$ cat src/rtl/pong_game_ctrl_if.sv
// Signal bundle between the Pong game sequencer and its surroundings
// (buttons, collision pulses, countdown timer, graphics/text enables).
interface pong_game_ctrl_if #(
  parameter int LIVES = 3,
  parameter int BW    = $clog2(LIVES + 1)
);
  logic [1:0]    btn;
  logic          refresh_tick;
  logic          hit;
  logic          miss;
  logic          timer_up;
  logic          timer_start;
  logic          timer_tick;
  logic          graph_still;
  logic [3:0]    text_on;
  logic [7:0]    score_bcd;
  logic [BW-1:0] balls_left;
  logic [1:0]    state_o;

  // slave is the sequencer; master is whatever surrounds it
  modport slave (
    input  btn, refresh_tick, hit, miss, timer_up,
    output timer_start, timer_tick, graph_still, text_on, score_bcd,
           balls_left, state_o
  );

  modport master (
    output btn, refresh_tick, hit, miss, timer_up,
    input  timer_start, timer_tick, graph_still, text_on, score_bcd,
           balls_left, state_o
  );
endinterface

$ cat src/rtl/pong_game_ctrl.sv
// Pong game sequencer: state machine, lives counter, BCD score and timer pacing.
// Optional macro PONG_AUTO_SERVE_EN: serve automatically when the timer expires.
module pong_game_ctrl #(
  parameter int LIVES = 3,
  parameter int BW    = $clog2(LIVES + 1)
) (
  input  logic            clk,
  input  logic            reset_n,
  pong_game_ctrl_if.slave bus
);

  localparam logic [1:0] ST_NEWGAME = 2'b00;
  localparam logic [1:0] ST_PLAY    = 2'b01;
  localparam logic [1:0] ST_NEWBALL = 2'b10;
  localparam logic [1:0] ST_OVER    = 2'b11;

  logic [1:0]    state_q, state_d;
  logic [BW-1:0] balls_q, balls_d;
  logic [7:0]    score_q, score_d;
  logic [1:0]    btn_prev_q, btn_prev_d;

  logic [7:0]    score_inc;
  logic          press;
  logic          timer_start;
  logic          timer_tick;
  logic          graph_still;
  logic [3:0]    text_on;

  // Saturating two-digit BCD increment
  always_comb begin
    if (score_q == 8'h99) begin
      score_inc = score_q;
    end else if (score_q[3:0] == 4'd9) begin
      score_inc = {score_q[7:4] + 4'd1, 4'd0};
    end else begin
      score_inc = {score_q[7:4], score_q[3:0] + 4'd1};
    end
  end

  always_comb begin
    btn_prev_d  = bus.btn;
    press       = |(bus.btn & ~btn_prev_q);
    state_d     = state_q;
    balls_d     = balls_q;
    score_d     = score_q;
    timer_start = 1'b0;
    graph_still = 1'b1;
    text_on     = 4'b0111;

    case (state_q)
      ST_NEWGAME: begin
        if (press) begin
          state_d = ST_PLAY;
          score_d = 8'h00;
          balls_d = BW'(LIVES);
        end
      end
      ST_PLAY: begin
        graph_still = 1'b0;
        text_on     = 4'b0001;
        // A miss takes priority over a coincident hit and arms the serve delay
        if (bus.miss) begin
          timer_start = 1'b1;
          balls_d     = balls_q - BW'(1);
          state_d     = (balls_q == BW'(1)) ? ST_OVER : ST_NEWBALL;
        end else if (bus.hit) begin
          score_d = score_inc;
        end
      end
      ST_NEWBALL: begin
        text_on = 4'b0001;
`ifdef PONG_AUTO_SERVE_EN
        if (bus.timer_up) begin
          state_d = ST_PLAY;
        end
`else
        if (bus.timer_up && press) begin
          state_d = ST_PLAY;
        end
`endif
      end
      ST_OVER: begin
        text_on = 4'b1001;
        if (bus.timer_up) begin
          state_d = ST_NEWGAME;
          balls_d = BW'(LIVES);
        end
      end
      default: begin
        state_d = ST_NEWGAME;
      end
    endcase
  end

  always_ff @(posedge clk) begin
    if (!reset_n) begin
      state_q    <= ST_NEWGAME;
      balls_q    <= BW'(LIVES);
      score_q    <= 8'h00;
      btn_prev_q <= 2'b11;
    end else begin
      state_q    <= state_d;
      balls_q    <= balls_d;
      score_q    <= score_d;
      btn_prev_q <= btn_prev_d;
    end
  end

  // Timer strobes are suppressed while reset is held
  assign timer_tick = bus.refresh_tick &&
                      ((state_q == ST_NEWBALL) || (state_q == ST_OVER));

  assign bus.timer_start = reset_n & timer_start;
  assign bus.timer_tick  = reset_n & timer_tick;
  assign bus.graph_still = graph_still;
  assign bus.text_on     = text_on;
  assign bus.score_bcd   = score_q;
  assign bus.balls_left  = balls_q;
  assign bus.state_o     = state_q;

endmodule

$ cat src/flat_wrapper.sv
// flat-port wrapper written by rule: the top's interface ports become plain ports
module pong_game_ctrl_flat 
#(
  parameter int LIVES = 3,
  parameter int BW    = $clog2(LIVES + 1)
)
  (clk, reset_n, bus_btn, bus_refresh_tick, bus_hit, bus_miss, bus_timer_up, bus_timer_start, bus_timer_tick, bus_graph_still, bus_text_on, bus_score_bcd, bus_balls_left, bus_state_o);
  pong_game_ctrl_if #(.LIVES(LIVES), .BW(BW)) bus_i ();
  input  logic clk;
  input  logic reset_n;
  input wire logic [$bits(bus_i.btn)-1:0] bus_btn;
  input wire logic [$bits(bus_i.refresh_tick)-1:0] bus_refresh_tick;
  input wire logic [$bits(bus_i.hit)-1:0] bus_hit;
  input wire logic [$bits(bus_i.miss)-1:0] bus_miss;
  input wire logic [$bits(bus_i.timer_up)-1:0] bus_timer_up;
  output wire logic [$bits(bus_i.timer_start)-1:0] bus_timer_start;
  output wire logic [$bits(bus_i.timer_tick)-1:0] bus_timer_tick;
  output wire logic [$bits(bus_i.graph_still)-1:0] bus_graph_still;
  output wire logic [$bits(bus_i.text_on)-1:0] bus_text_on;
  output wire logic [$bits(bus_i.score_bcd)-1:0] bus_score_bcd;
  output wire logic [$bits(bus_i.balls_left)-1:0] bus_balls_left;
  output wire logic [$bits(bus_i.state_o)-1:0] bus_state_o;
  assign bus_i.btn = bus_btn;
  assign bus_i.refresh_tick = bus_refresh_tick;
  assign bus_i.hit = bus_hit;
  assign bus_i.miss = bus_miss;
  assign bus_i.timer_up = bus_timer_up;
  assign bus_timer_start = bus_i.timer_start;
  assign bus_timer_tick = bus_i.timer_tick;
  assign bus_graph_still = bus_i.graph_still;
  assign bus_text_on = bus_i.text_on;
  assign bus_score_bcd = bus_i.score_bcd;
  assign bus_balls_left = bus_i.balls_left;
  assign bus_state_o = bus_i.state_o;
  pong_game_ctrl #(.LIVES(LIVES), .BW(BW)) u_core (.clk(clk), .reset_n(reset_n), .bus(bus_i));
endmodule
$ cat config.mk
export PLATFORM = sky130hd
export DESIGN_NAME = pong_game_ctrl_flat
export DESIGN_NICKNAME = d
export VERILOG_FILES = /design/src/rtl/pong_game_ctrl_if.sv /design/src/rtl/pong_game_ctrl.sv /design/src/flat_wrapper.sv
export SDC_FILE = /design/constraint.sdc
export NUM_CORES = 1
export LEC_CHECK = 0
export BUFFER_PORTS_ARGS = -buffer_cell sky130_fd_sc_hd__buf_4
export CAP_MARGIN = 10
export CORE_MARGIN = 2
export CORE_UTILIZATION = 52
export CTS_BUF_LIST = sky130_fd_sc_hd__clkbuf_4 sky130_fd_sc_hd__clkbuf_8
export DETAILED_ROUTE_END_ITERATION = 7
export GPL_TIMING_DRIVEN = 0
export PLACE_DENSITY = 0.81
export SLEW_MARGIN = 20
export SYNTH_ARGS = -nofsm -noshare
export SYNTH_HDL_FRONTEND = slang
export SYNTH_SLANG_ARGS = --single-unit
$ cat constraint.sdc
create_clock -name clk -period 2.15 [get_ports clk]
set_clock_uncertainty 0.1 [all_clocks]
set_input_delay 0.215 -clock clk [delete_from_list [all_inputs] [get_ports clk]]
set_output_delay 0.215 -clock clk [all_outputs]
set_load 0.05 [all_outputs]
After elaboration in Yosys (flattened, before gate mapping)
Index checks and enable logic that the tools add are counted.
{"block": "word_totals", "register_bits": 14, "input_bits": 8, "wordCells": 58}
{"block": "classes", "eq_ne": 14, "mux": 20, "n_reduce_logical": 12, "bitwise_logic": 4, "add_sub_neg": 3}
{"op": "8-bit 2-to-1 mux", "n": 5}
{"op": "8-bit case mux with 2 select lines", "n": 1}
{"op": "2-bit 2-to-1 mux", "n": 7}
{"op": "2-bit inequality test (second input constant)", "n": 5}
{"op": "4-bit by 1-bit adder with 4-bit output (second input constant)", "n": 2}
{"op": "8-bit equality test (second input constant)", "n": 1}
{"op": "2-bit case mux with 4 select lines", "n": 1}
{"op": "4-bit case mux with 2 select lines", "n": 1}
{"op": "4-bit AND reduction", "n": 2}
{"op": "2-bit by 1-bit inequality test with 1-bit output (second input constant)", "n": 3}
{"op": "2-bit case mux with 3 select lines", "n": 1}
{"op": "6-bit AND reduction", "n": 1}
{"op": "5-bit AND reduction", "n": 1}
{"op": "2-bit by 1-bit equality test with 1-bit output (second input constant)", "n": 2}
{"op": "2-bit equality test (second input constant)", "n": 2}
{"op": "4-bit equality test (second input constant)", "n": 1}
{"op": "1-bit 2-to-1 mux", "n": 4}
{"op": "2-bit OR reduction", "n": 2}
{"op": "3-bit nonzero test", "n": 1}
{"op": "1-bit bitwise AND", "n": 2}
{"op": "2-bit bitwise AND", "n": 1}
{"op": "1-bit logical AND", "n": 2}
{"op": "2-bit zero test", "n": 1}
{"op": "2-bit NOT", "n": 1}
{"op": "other kinds (3)", "n": 3}

Logic depth before layout (Yosys ltp)
Gate-level depths: netlist (run 1).
{"block": "depth", "word_depth": 6, "ltp_mapped": 8, "ltp_nobuf": 7}

Worst setup path after synthesis (run 1)
Ideal clock, no wire load.
{"block": "synth_path", "path_type": "flip-flop to flip-flop", "from": "register u_core.score_q[0] (netlist: u_core.bus.score_bcd[0])", "to": "register u_core.score_q[7] (netlist: u_core.bus.score_bcd[7])", "arrival_time_ps": 1991, "period_less_slack_ps": 2160, "n_path_buf": 0, "setup_time_ps": 70, "setup_slack_ps": -10, "path_stages_with_launch": 7, "required_time_ps": 1980, "path_cell_list": "dfxtp_1 ha_1 nand3b_4 o21ai_2 nand3_2 or4_1 a21oi_1"}
{"block": "synth_between", "elab_chain_cells": 3, "word_cells_on_any_way": 5, "cone_classes": "eq/ne (4); reduce/logical (1)"}
{"item": "start, declared", "line": "pong_game_ctrl.sv:19", "rtl": "logic [7:0] score_q, score_d;"}
{"item": "start signal, assigned", "line": "pong_game_ctrl.sv:104", "rtl": "score_q <= score_d;"}
{"item": "8-bit equality test / 4-bit equality test (equally long branches)", "line": "pong_game_ctrl.sv:31, pong_game_ctrl.sv:33"}
{"item": "2-bit inequality test (no line) / 2-bit by 1-bit inequality test with 1-bit output (equally long branches)"}
{"item": "6-bit AND reduction (no line) *"}
Mark *: on every way between the ends. The rest lies on a longest branch, timed or not.
A chain may end at the register's enable or synchronous reset.

Worst setup path after layout (run 1)
{"block": "layout_path", "from": "register u_core.score_q[5] (netlist: u_core.bus.score_bcd[5])", "to": "register u_core.score_q[7] (netlist: u_core.bus.score_bcd[7])"}
{"block": "layout_between", "elab_chain_cells": 6, "word_cells_on_any_way": 9, "cone_classes": "add/sub (1); eq/ne (2); mux (5); reduce/logical (1)"}
{"item": "4-bit by 1-bit adder with 4-bit output", "line": "pong_game_ctrl.sv:34", "rtl": "score_inc = {score_q[7:4] + 4'd1, 4'd0};"}
{"item": "8-bit 2-to-1 mux", "line": "pong_game_ctrl.sv:33", "rtl": "end else if (score_q[3:0] == 4'd9) begin"}
{"item": "8-bit 2-to-1 mux", "line": "pong_game_ctrl.sv:31", "rtl": "if (score_q == 8'h99) begin"}
{"item": "8-bit 2-to-1 mux", "line": "pong_game_ctrl.sv:66", "rtl": "end else if (bus.hit) begin"}
{"item": "8-bit 2-to-1 mux", "line": "pong_game_ctrl.sv:62", "rtl": "if (bus.miss) begin"}
{"item": "8-bit case mux with 2 select lines", "line": "pong_game_ctrl.sv:50", "rtl": "case (state_q)"}
Several ways; a longest one is shown, not always the timed one. The select of a mux whose other input is x is not followed.

==> metrics.txt, run 1 <==
status=complete, no violations; largest net degree at the start of global routing=11; Setup Crit Path Kind=flip-flop to flip-flop; final hold vios=0; fin. max-slew vios=0; Diodes inserted=0; largest vdd supply drop=0.395 mV; final setup TNS=0 ps; GRT Overall Usage=21.6%; vias in the first global route=between 700 and 800; dpl hpwl=1440 um; Synth Cell Area=853 um2; Avg Synthesized Cell Area=8.62 um2; via count=roughly 800; Main synth FF type=dfxtp_1; crit path max fanout=7; Fillers=125; Setup Fix Bufs, Post-CTS=0; WL final=approximately 1800 um; Finished Cell Area=1080 um2; Via-to-Cell Ratio=5.57; CTS tree=yes; Worst Setup Start Kind=flip-flop; setup ws final=between 200 and 250 ps; die area=1980 um2; number of flops mapped to enable cells by yosys=0; RSZ-0062 raised after global routing=false; post-CTS sizing=0; Max Cap Viol=0; Synth warnings=0; DRT iter0 DRCs=12; Nets=142; GRT Residual Overflow=0; sequential area share after synthesis=about a third; Worst Path Arrival=2050 ps; Core Area=between 1500 and 2000 um2; H-tree levels=1; Sink Count=14; Net Count, Synth=roughly 110; Worst Path Required=around 2300 ps; Skew-Pair Late Insertion Delay=280 ps; Distinct cells, synth=42; Final period util=approximately nine tenths; CP Cell Sequence=inv_1 -> ha_1 -> and3b_1 -> o21ai_2 -> nand3_2 -> or4_1 -> a21oi_1; slowest CP cell=or4_1; register bit total from synthesis=14; io pins=27; initial antenna violation count=0; first-pass GRT wire length=3150 um; cts bufs inserted=3; post-route ant nets=0; Initial Util=56.0%; PwrDens=roughly 540 nW/um2; Pre-antenna DRT Iters=4; Die H=roughly 45 um; gp weighted congestion=0.677; PortBufs=25; Layout Utilization=a little under three quarters; drt drc=0; layout cells sized above 1=35.4%; HP Class=primary input to flip-flop; f_max=515 MHz; clock-pin slew on the worst setup and hold paths=80 ps; Synth Instances=99; Setup violations, final=0; Final min period=1940 ps; Row Count=14; clock root buffer=clkbuf_4; DP Area=1060 um2; clock tree buffer depth=2; die width=44.5 um; Setup crit end kind=flip-flop; leakage=0.541 nW; async set-reset flop share out of synthesis=0%; Crit path largest cell delay=530 ps; Post-CTS Hold Buffers=0; Area Overhead vs Synth=27.1%; Routed WL per cell=12.7 um; total power=0.591 mW; post-place setup slack=223 ps
sequential cells by signal (all words and copies together) (netlist names):
signal / flops
u_core.bus.score_bcd: 8
u_core.bus.state_o: 2
u_core.btn_prev_q: 2
u_core.bus.balls_left: 2
final cells by class:
class	instances	area [um2]	area share, %
Multi-Input combinational cell	68	475	43.8
Sequential cell	14	282	26.0
Timing Repair Buffer	25	188	17.3
Buffer	7	60.1	5.54
Inverter	10	37.5	3.46
Clock buffer	3	22.5	2.08
Tap cell	16	20.0	1.85
critical path, delay by kind of cell, from the launching register on:
| kind | cells | cell delay [ps] |
|---|---|---|
| and+or+nand+nor | 3 | 870 |
| DFF | 1 | 400 |
| AOI/OAI and AO/OA | 2 | 270 |
| adders and majority gates | 1 | 170 |
| buffers and inverters | 1 | 60 |
metrics by stage:
| stage | std cells | hold slack [ps] |
|---|---|---|
| floorplan | 99 | 216 |
| CTS | 143 | 25.6 |
| detailed placement | 140 | 314 |
| finish | 143 | 27.4 |
| global route | 143 | 27.2 |
| global placement | 140 | 307 |
Yosys cell counts, types with 2 or more instances:
cell / number / area share, %
inv_1: 8 / 3.5
a21oi_1: 4 / 2.3
nor4_1: 2 / 1.5
nand2b_1: 4 / 2.9
ha_1: 5 / 7.3
buf_6: 2 / 2.6
nor2_1: 9 / 4.0
dfxtp_1: 14 / 33
nand3_1: 4 / 2.3
and3_1: 4 / 2.9
mux2i_1: 3 / 3.5
o21ai_1: 3 / 1.8
a32o_1: 2 / 2.3
inv_2: 2 / 0.88
buf_4: 2 / 1.8
nand2_1: 5 / 2.2
power by group:
part / total, mW / internal (mW) / switching [mW] / leakage, nW
registers: 0.271 / 0.266 / 0.00522 / 0.114
clock network: 0.148 / 0.0650 / 0.0829 / 0.0138
logic: 0.171 / 0.0649 / 0.106 / 0.413
layout by cell type (no fill, tap or decap), types with 2 or more instances in the layout:
| master | count |
|---|---|
| and3_1 | 4 |
| inv_2 | 2 |
| nand2b_1 | 4 |
| o21ai_1 | 3 |
| buf_4 | 27 |
| clkbuf_4 | 3 |
| a21oi_1 | 4 |
| dfxtp_1 | 13 |
| nand3_1 | 4 |
| nand2_1 | 5 |
| ha_1 | 5 |
| mux2i_1 | 3 |
| buf_6 | 2 |
| inv_1 | 8 |
| nor4_1 | 2 |
| nor2_1 | 9 |
| a32o_1 | 2 |
kinds of logic (layout without fill, tap and decap cells):
| kind of cell | Yosys count | count (layout) | synth area share (%) |
|---|---|---|---|
| simple gates | 40 | 40 | 28.3 |
| other cells | 1 | 1 | 0.439 |
| buf+inv | 17 | 45 | 11.4 |
| compound gates | 18 | 18 | 15.1 |
| xor+xnor | 1 | 1 | 1.03 |
| flops | 14 | 14 | 32.8 |
| fa+ha+maj | 5 | 5 | 7.33 |
| mux | 3 | 3 | 3.52 |
path summary, 6_finish.rpt:
check / from / to / slack, ps / cells after the start
setup / recovery: u_core.bus.score_bcd[5] / u_core.bus.score_bcd[7] / 210 / 7
hold / removal: bus_btn[0] / u_core.btn_prev_q[0] / 30 / 2
setup reg to reg: u_core.bus.score_bcd[5] / u_core.bus.score_bcd[7] / 210 / 7
hold reg to reg: u_core.bus.score_bcd[7] / u_core.bus.score_bcd[7] / 420 / 2
routing by layer:
layer / GRT usage [%] / up-vias / share of wire (%)
li1: - / 399 / -
met1: 26.8 / 370 / 41
met2: 37.4 / 22 / 52
met3: 2.45 / 5 / 5.0
met4: 9.09 / 0 / 1.6
met5: 0 / - / 0
(Power assumes the default switching activity.)
==> inputs of run 2 (changes only) <==
--- a/config.mk
+++ b/config.mk
@@ -11,7 +11,7 @@
 export CORE_UTILIZATION = 52
 export CTS_BUF_LIST = sky130_fd_sc_hd__clkbuf_4 sky130_fd_sc_hd__clkbuf_8
 export DETAILED_ROUTE_END_ITERATION = 7
-export GPL_TIMING_DRIVEN = 0
+export GPL_TIMING_DRIVEN = 1
 export PLACE_DENSITY = 0.81
 export SLEW_MARGIN = 20
 export SYNTH_ARGS = -nofsm -noshare
==> run 2 against run 1 <==
Critical path depth stayed put. First-iteration DRC count stayed put. Cell area is 3.6% lower. Power is 4.9% higher. Combinational power is 13% lower. Clock power is 30% higher. Highest routed layer unchanged.
==> metrics.txt, run 2 (synthesis gave the netlist of run 1 again) <==
RSZ-0062 raised after global routing=false (unchanged); Setup crit end kind=flip-flop (unchanged); Worst Setup Start Kind=flip-flop (unchanged); initial antenna violation count=0 (unchanged); Largest register FFs=8 (unchanged); die area=1980 um2 (unchanged); WL final=1700 um (was 1810 um); Skew-Pair Late Insertion Delay=290 ps (was 280 ps); register area=282 um2 (unchanged); Initial Util=56.0% (unchanged); area occupied by multi-input gates=475 um2 (unchanged); CTS tree=yes (unchanged); first-pass GRT wire length=2760 um (was 3150 um); layout cells sized above 1=33.6% (was 35.4%); clock tree buffer depth=2 (unchanged); Setup violations, final=0 (unchanged); via count=755 (was 796); f_max=513 MHz (was 515 MHz); Final min period=1950 ps (was 1940 ps); Routed WL per cell=12.3 um (was 12.7 um); io pins=27 (unchanged); commonest non-fill, non-tap cell in the layout=buf_4 (unchanged); Via-to-Cell Ratio=5.47 (was 5.57); Setup Fix Bufs, Post-CTS=0 (unchanged); Setup Crit Path Kind=flip-flop to flip-flop (unchanged); Core Area=1520 um2 (unchanged); Pre-antenna DRT Iters=4 (unchanged); DRT iter0 DRCs=12 (unchanged); vias in the first global route=655 (was 752); Nets=136 (was 142); fin. max-slew vios=0 (unchanged); Post-CTS Hold Buffers=0 (unchanged); drt drc=0 (unchanged); leakage=0.520 nW (was 0.541 nW); Area Overhead vs Synth=22.6% (was 27.1%); PortBufs=25 (unchanged); H-tree levels=1 (unchanged); Max Cap Viol=0 (unchanged); largest vdd supply drop=0.465 mV (was 0.395 mV); clock root buffer=clkbuf_4 (unchanged); gp weighted congestion=0.717 (was 0.677); dpl hpwl=1330 um (was 1440 um); Diodes inserted=0 (unchanged); final hold vios=0 (unchanged); Fillers=138 (was 125); post-route ant nets=0 (unchanged); final setup TNS=0 ps (unchanged); Worst Path Arrival=2070 ps (was 2050 ps); largest net degree at the start of global routing=13 (was 11); die width=44.5 um (unchanged); crit path max fanout=7 (unchanged); Layout Utilization=68.6% (was 71.2%); Die H=44.5 um (unchanged); Row Count=14 (unchanged); post-CTS sizing=0 (unchanged); Worst Path Required=2270 ps (was 2260 ps); PwrDens=592 nW/um2 (was 544 nW/um2); GRT Residual Overflow=0 (unchanged); HP Class=primary input to flip-flop (unchanged); commonest non-fill, non-tap cells in the layout=buf_4 (26), dfxtp_1 (13), nor2_1 (9) (was buf_4 (27), dfxtp_1 (13), nor2_1 (9)); Sink Count=14 (unchanged); clock-pin slew on the worst setup and hold paths=90 ps (was 80 ps); Finished Cell Area=1050 um2 (was 1080 um2); cts bufs inserted=3 (unchanged); DP Area=1010 um2 (was 1060 um2); Final period util=90.6% (was 90.2%); GRT Overall Usage=19.0% (was 21.6%); status=complete, no violations (unchanged)
==> run 2: cell count changes in the layout (fill, tap and decap cells not counted), sizes merged <==
cell	before	now
buf	30	26
clkbuf	5	4
==> run 2: where the power goes <==
part	total (mW)	leakage (nW)	switching (mW)	internal (mW)
clock network	0.193	0.0210	0.0902	0.103
logic	0.148	0.384	0.0964	0.0521
registers	0.277	0.114	0.0113	0.266
==> run 2: path summary, 6_finish.rpt <==
kind	depth (start not counted)	slack, ps	endpoint	start
worst max-delay path	7	200	u_core.bus.score_bcd[7]	u_core.bus.score_bcd[5]
worst min-delay path	2	20	u_core.btn_prev_q[0]	bus_btn[0]
worst max register to register	7	200	u_core.bus.score_bcd[7]	u_core.bus.score_bcd[5]
worst min register to register	2	410	u_core.bus.score_bcd[7]	u_core.bus.score_bcd[7]
==> run 2: through the flow <==
stage               hold WS [ps]  power, mW  setup WS (ps)  std cells
CTS                         11.2      0.621            198        138
floorplan                    216      0.402          0.839         99
global route                12.6      0.641           68.9        138
detailed placement           314      0.431            223        134
finish                      15.1      0.619            202        138
global placement             308      0.429            315        134
==> run 2: layout make-up <==
cell class,count,share of cell area (%)
timing repair buffer,26,18.7
clock buffer,4,3.47
tap,16,1.91
inverter,10,3.59
multi-input combinational,68,45.5
sequential,14,26.9
==> run 2: routing by layer <==
metal  vias to the layer above  global-route usage (%)  part of all wire, %
met5                         -                       0                    0
met4                         0                    12.7                  2.3
met3                         5                    2.45                  3.9
met2                        17                    30.1                   47
met1                       345                    23.7                   47
li1                        388                       -                    -
==> run 2: critical path, cell delays in order (launching register included) <==
cell	delay [ps]
dfxtp_1	390
inv_1	70
ha_1	170
and3b_1	180
o21ai_2	130
nand3_2	160
or4_1	530
a21oi_1	150
==> inputs of run 3 (changes only) <==
--- a/config.mk
+++ b/config.mk
@@ -7,6 +7,7 @@
 export LEC_CHECK = 0
 export BUFFER_PORTS_ARGS = -buffer_cell sky130_fd_sc_hd__buf_4
 export CAP_MARGIN = 10
+export CORE_ASPECT_RATIO = 1.25
 export CORE_MARGIN = 2
 export CORE_UTILIZATION = 52
 export CTS_BUF_LIST = sky130_fd_sc_hd__clkbuf_4 sky130_fd_sc_hd__clkbuf_8
==> run 3 against run 2 <==
Clock power decreased by 22%. Critical path type is now flip-flop to output port. Critical path depth decreased by 3. Highest routed layer unchanged. Register-to-register slack improved by 20 ps. Critical endpoint is now bus_timer_start. Power decreased by 6.8%. Via count increased by 5.3%. Utilization decreased by 2.4 points. Clock-buffer cell count decreased by 1.
==> metrics.txt, run 3 (synthesis gave the netlist of run 1 again) <==
Hold Path Stages=2 (unchanged); worst hold start=bus_btn[0] (unchanged); slowest CP cell=dfxtp_1 (was or4_1); commonest non-fill, non-tap cells in the layout=buf_4 (26), dfxtp_1 (13), nor2_1 (9) (unchanged); fin. max-slew vios=0 (unchanged); clock root buffer=clkbuf_4 (unchanged); Max Cap Viol=0 (unchanged); Worst Path Arrival=1630 ps (was 2070 ps); FF-to-FF path depth=7 (unchanged); io pins=27 (unchanged); f_max=515 MHz (was 513 MHz); register area=282 um2 (unchanged); via count=795 (was 755); R2R Setup Slk=220 ps (was 200 ps); post-route ant nets=0 (unchanged); die area=1980 um2 (about the same); Setup violations, final=0 (unchanged); Finished Cell Area=1030 um2 (was 1050 um2); Worst Path Required=1840 ps (was 2270 ps); worst hold path endpoint=u_core.btn_prev_q[0] (unchanged); r2r startpoint=u_core.bus.score_bcd[5] (unchanged); status=complete, no violations (unchanged); gp weighted congestion=0.714 (was 0.717); Setup crit end kind=output port (was flip-flop); Met2 Wirelength=989 um (was 793 um); largest vdd supply drop=0.291 mV (was 0.465 mV); RSZ-0062 raised after global routing=false (unchanged); H-tree levels=1 (unchanged); Setup Crit Path Kind=flip-flop to output port (was flip-flop to flip-flop); vias in the first global route=787 (was 655); first-pass GRT wire length=3130 um (was 2760 um); Crit path largest cell delay=560 ps (was 530 ps); cts bufs inserted=3 (unchanged); Via-to-Cell Ratio=5.72 (was 5.47); Row Count=16 (was 14); PwrDens=558 nW/um2 (was 592 nW/um2); HP Class=primary input to flip-flop (unchanged); final hold vios=0 (unchanged); post-CTS sizing=0 (unchanged); area occupied by multi-input gates=475 um2 (unchanged); Final period util=90.3% (was 90.6%); Nets=136 (unchanged); drt drc=0 (unchanged); largest net degree at the start of global routing=13 (unchanged); Cells after DPL=136 (was 134); Area Overhead vs Synth=21.3% (was 22.6%); CP most frequent cell=buf_4; layout cells sized above 1=33.1% (was 33.6%); clock tree buffer depth=2 (unchanged); Worst Setup Start Kind=flip-flop (unchanged); Skew-Pair Late Insertion Delay=280 ps (was 290 ps); commonest non-fill, non-tap cell in the layout=buf_4 (unchanged); Top delay family on crit path=flip-flops (was simple AND/OR/NAND/NOR gates); dpl hpwl=1420 um (was 1330 um); Die H=49.3 um (was 44.5 um); Pre-antenna DRT Iters=4 (unchanged); DR top layer=met4 (unchanged); GRT Overall Usage=21.8% (was 19.0%); DRT iter0 DRCs=11 (was 12); final setup TNS=0 ps (unchanged); WL final=1820 um (was 1700 um); Fillers=140 (was 138); Buf/Inv on CP=2 (was 1); Final min period=1940 ps (was 1950 ps); Routed WL per cell=13.1 um (was 12.3 um); WL met1=708 um (was 801 um); Post-CTS Hold Buffers=0 (unchanged); CP Cell Sequence=nor2b_2 -> buf_4 -> and3_1 -> buf_4 (was inv_1 -> ha_1 -> and3b_1 -> o21ai_2 -> nand3_2 -> or4_1 -> a21oi_1); GRT Residual Overflow=0 (unchanged); leakage=0.513 nW (was 0.520 nW); final cell count without fillers=139 (was 138); Initial Util=54.6% (was 56.0%); Sink Count=14 (unchanged); Diodes inserted=0 (unchanged); Core Area=1560 um2 (was 1520 um2); PortBufs=25 (unchanged); die width=40.2 um (was 44.5 um); R2R Path End=u_core.bus.score_bcd[7] (unchanged); routed wl met3=80 um (was 66 um); clock-pin slew on the worst setup and hold paths=80 ps (was 90 ps); Setup Fix Bufs, Post-CTS=0 (unchanged); DP Area=1010 um2 (about the same); Largest register FFs=8 (unchanged); crit path max fanout=11 (was 7); CTS tree=yes (unchanged); initial antenna violation count=0 (unchanged)
[run 3: cell types whose count changed in the layout (fill, tap and decap cells not counted)]
cell and delta:
clkbuf_8 -1
[run 3: power breakdown]
part	total, mW	internal [mW]	switching [mW]
Combinational	0.149	0.0523	0.0965
Clock	0.151	0.0650	0.0860
Sequential	0.277	0.266	0.0112
Total	0.577	0.383	0.194
[run 3: through the flow]
stage	total power [mW]	setup slack (ps)	utilization (%)	hold slack, ps
2_1_floorplan	0.402	0.839	-	216
3_3_place_gp	0.429	316	64.8	309
3_5_place_dp	0.433	246	64.8	317
4_1_cts	0.578	205	66.3	28.0
5_1_grt	0.603	72.2	66.3	33.2
6_report	0.577	208	66.3	25.8
[run 3: how the worst max path moves through the flow]
stage	startpoint	end	depth (start not counted)
after floorplan	u_core.bus.score_bcd[5]	u_core.bus.score_bcd[7]	7
after global placement	u_core.bus.score_bcd[5]	u_core.bus.score_bcd[7]	7
after detailed placement	u_core.bus.score_bcd[5]	u_core.bus.score_bcd[7]	7
after CTS	u_core.bus.state_o[0]	bus_timer_start	4
after global routing	u_core.bus.score_bcd[5]	u_core.bus.score_bcd[7]	7
final	u_core.bus.state_o[0]	bus_timer_start	4
[run 3: layout make-up]
type | count | share of cell area (%)
Sequential cell | 14 | 27.2
Clock buffer | 3 | 2.18
Multi-Input combinational cell | 68 | 45.9
Inverter | 10 | 3.63
Timing Repair Buffer | 26 | 18.9
Tap cell | 18 | 2.18
[run 3: layer usage]
layer / up-vias / track usage (%)
met5: - / 0
met4: 0 / 7.22
met3: 7 / 2.74
met2: 21 / 38.2
met1: 381 / 25.4
li1: 386 / -
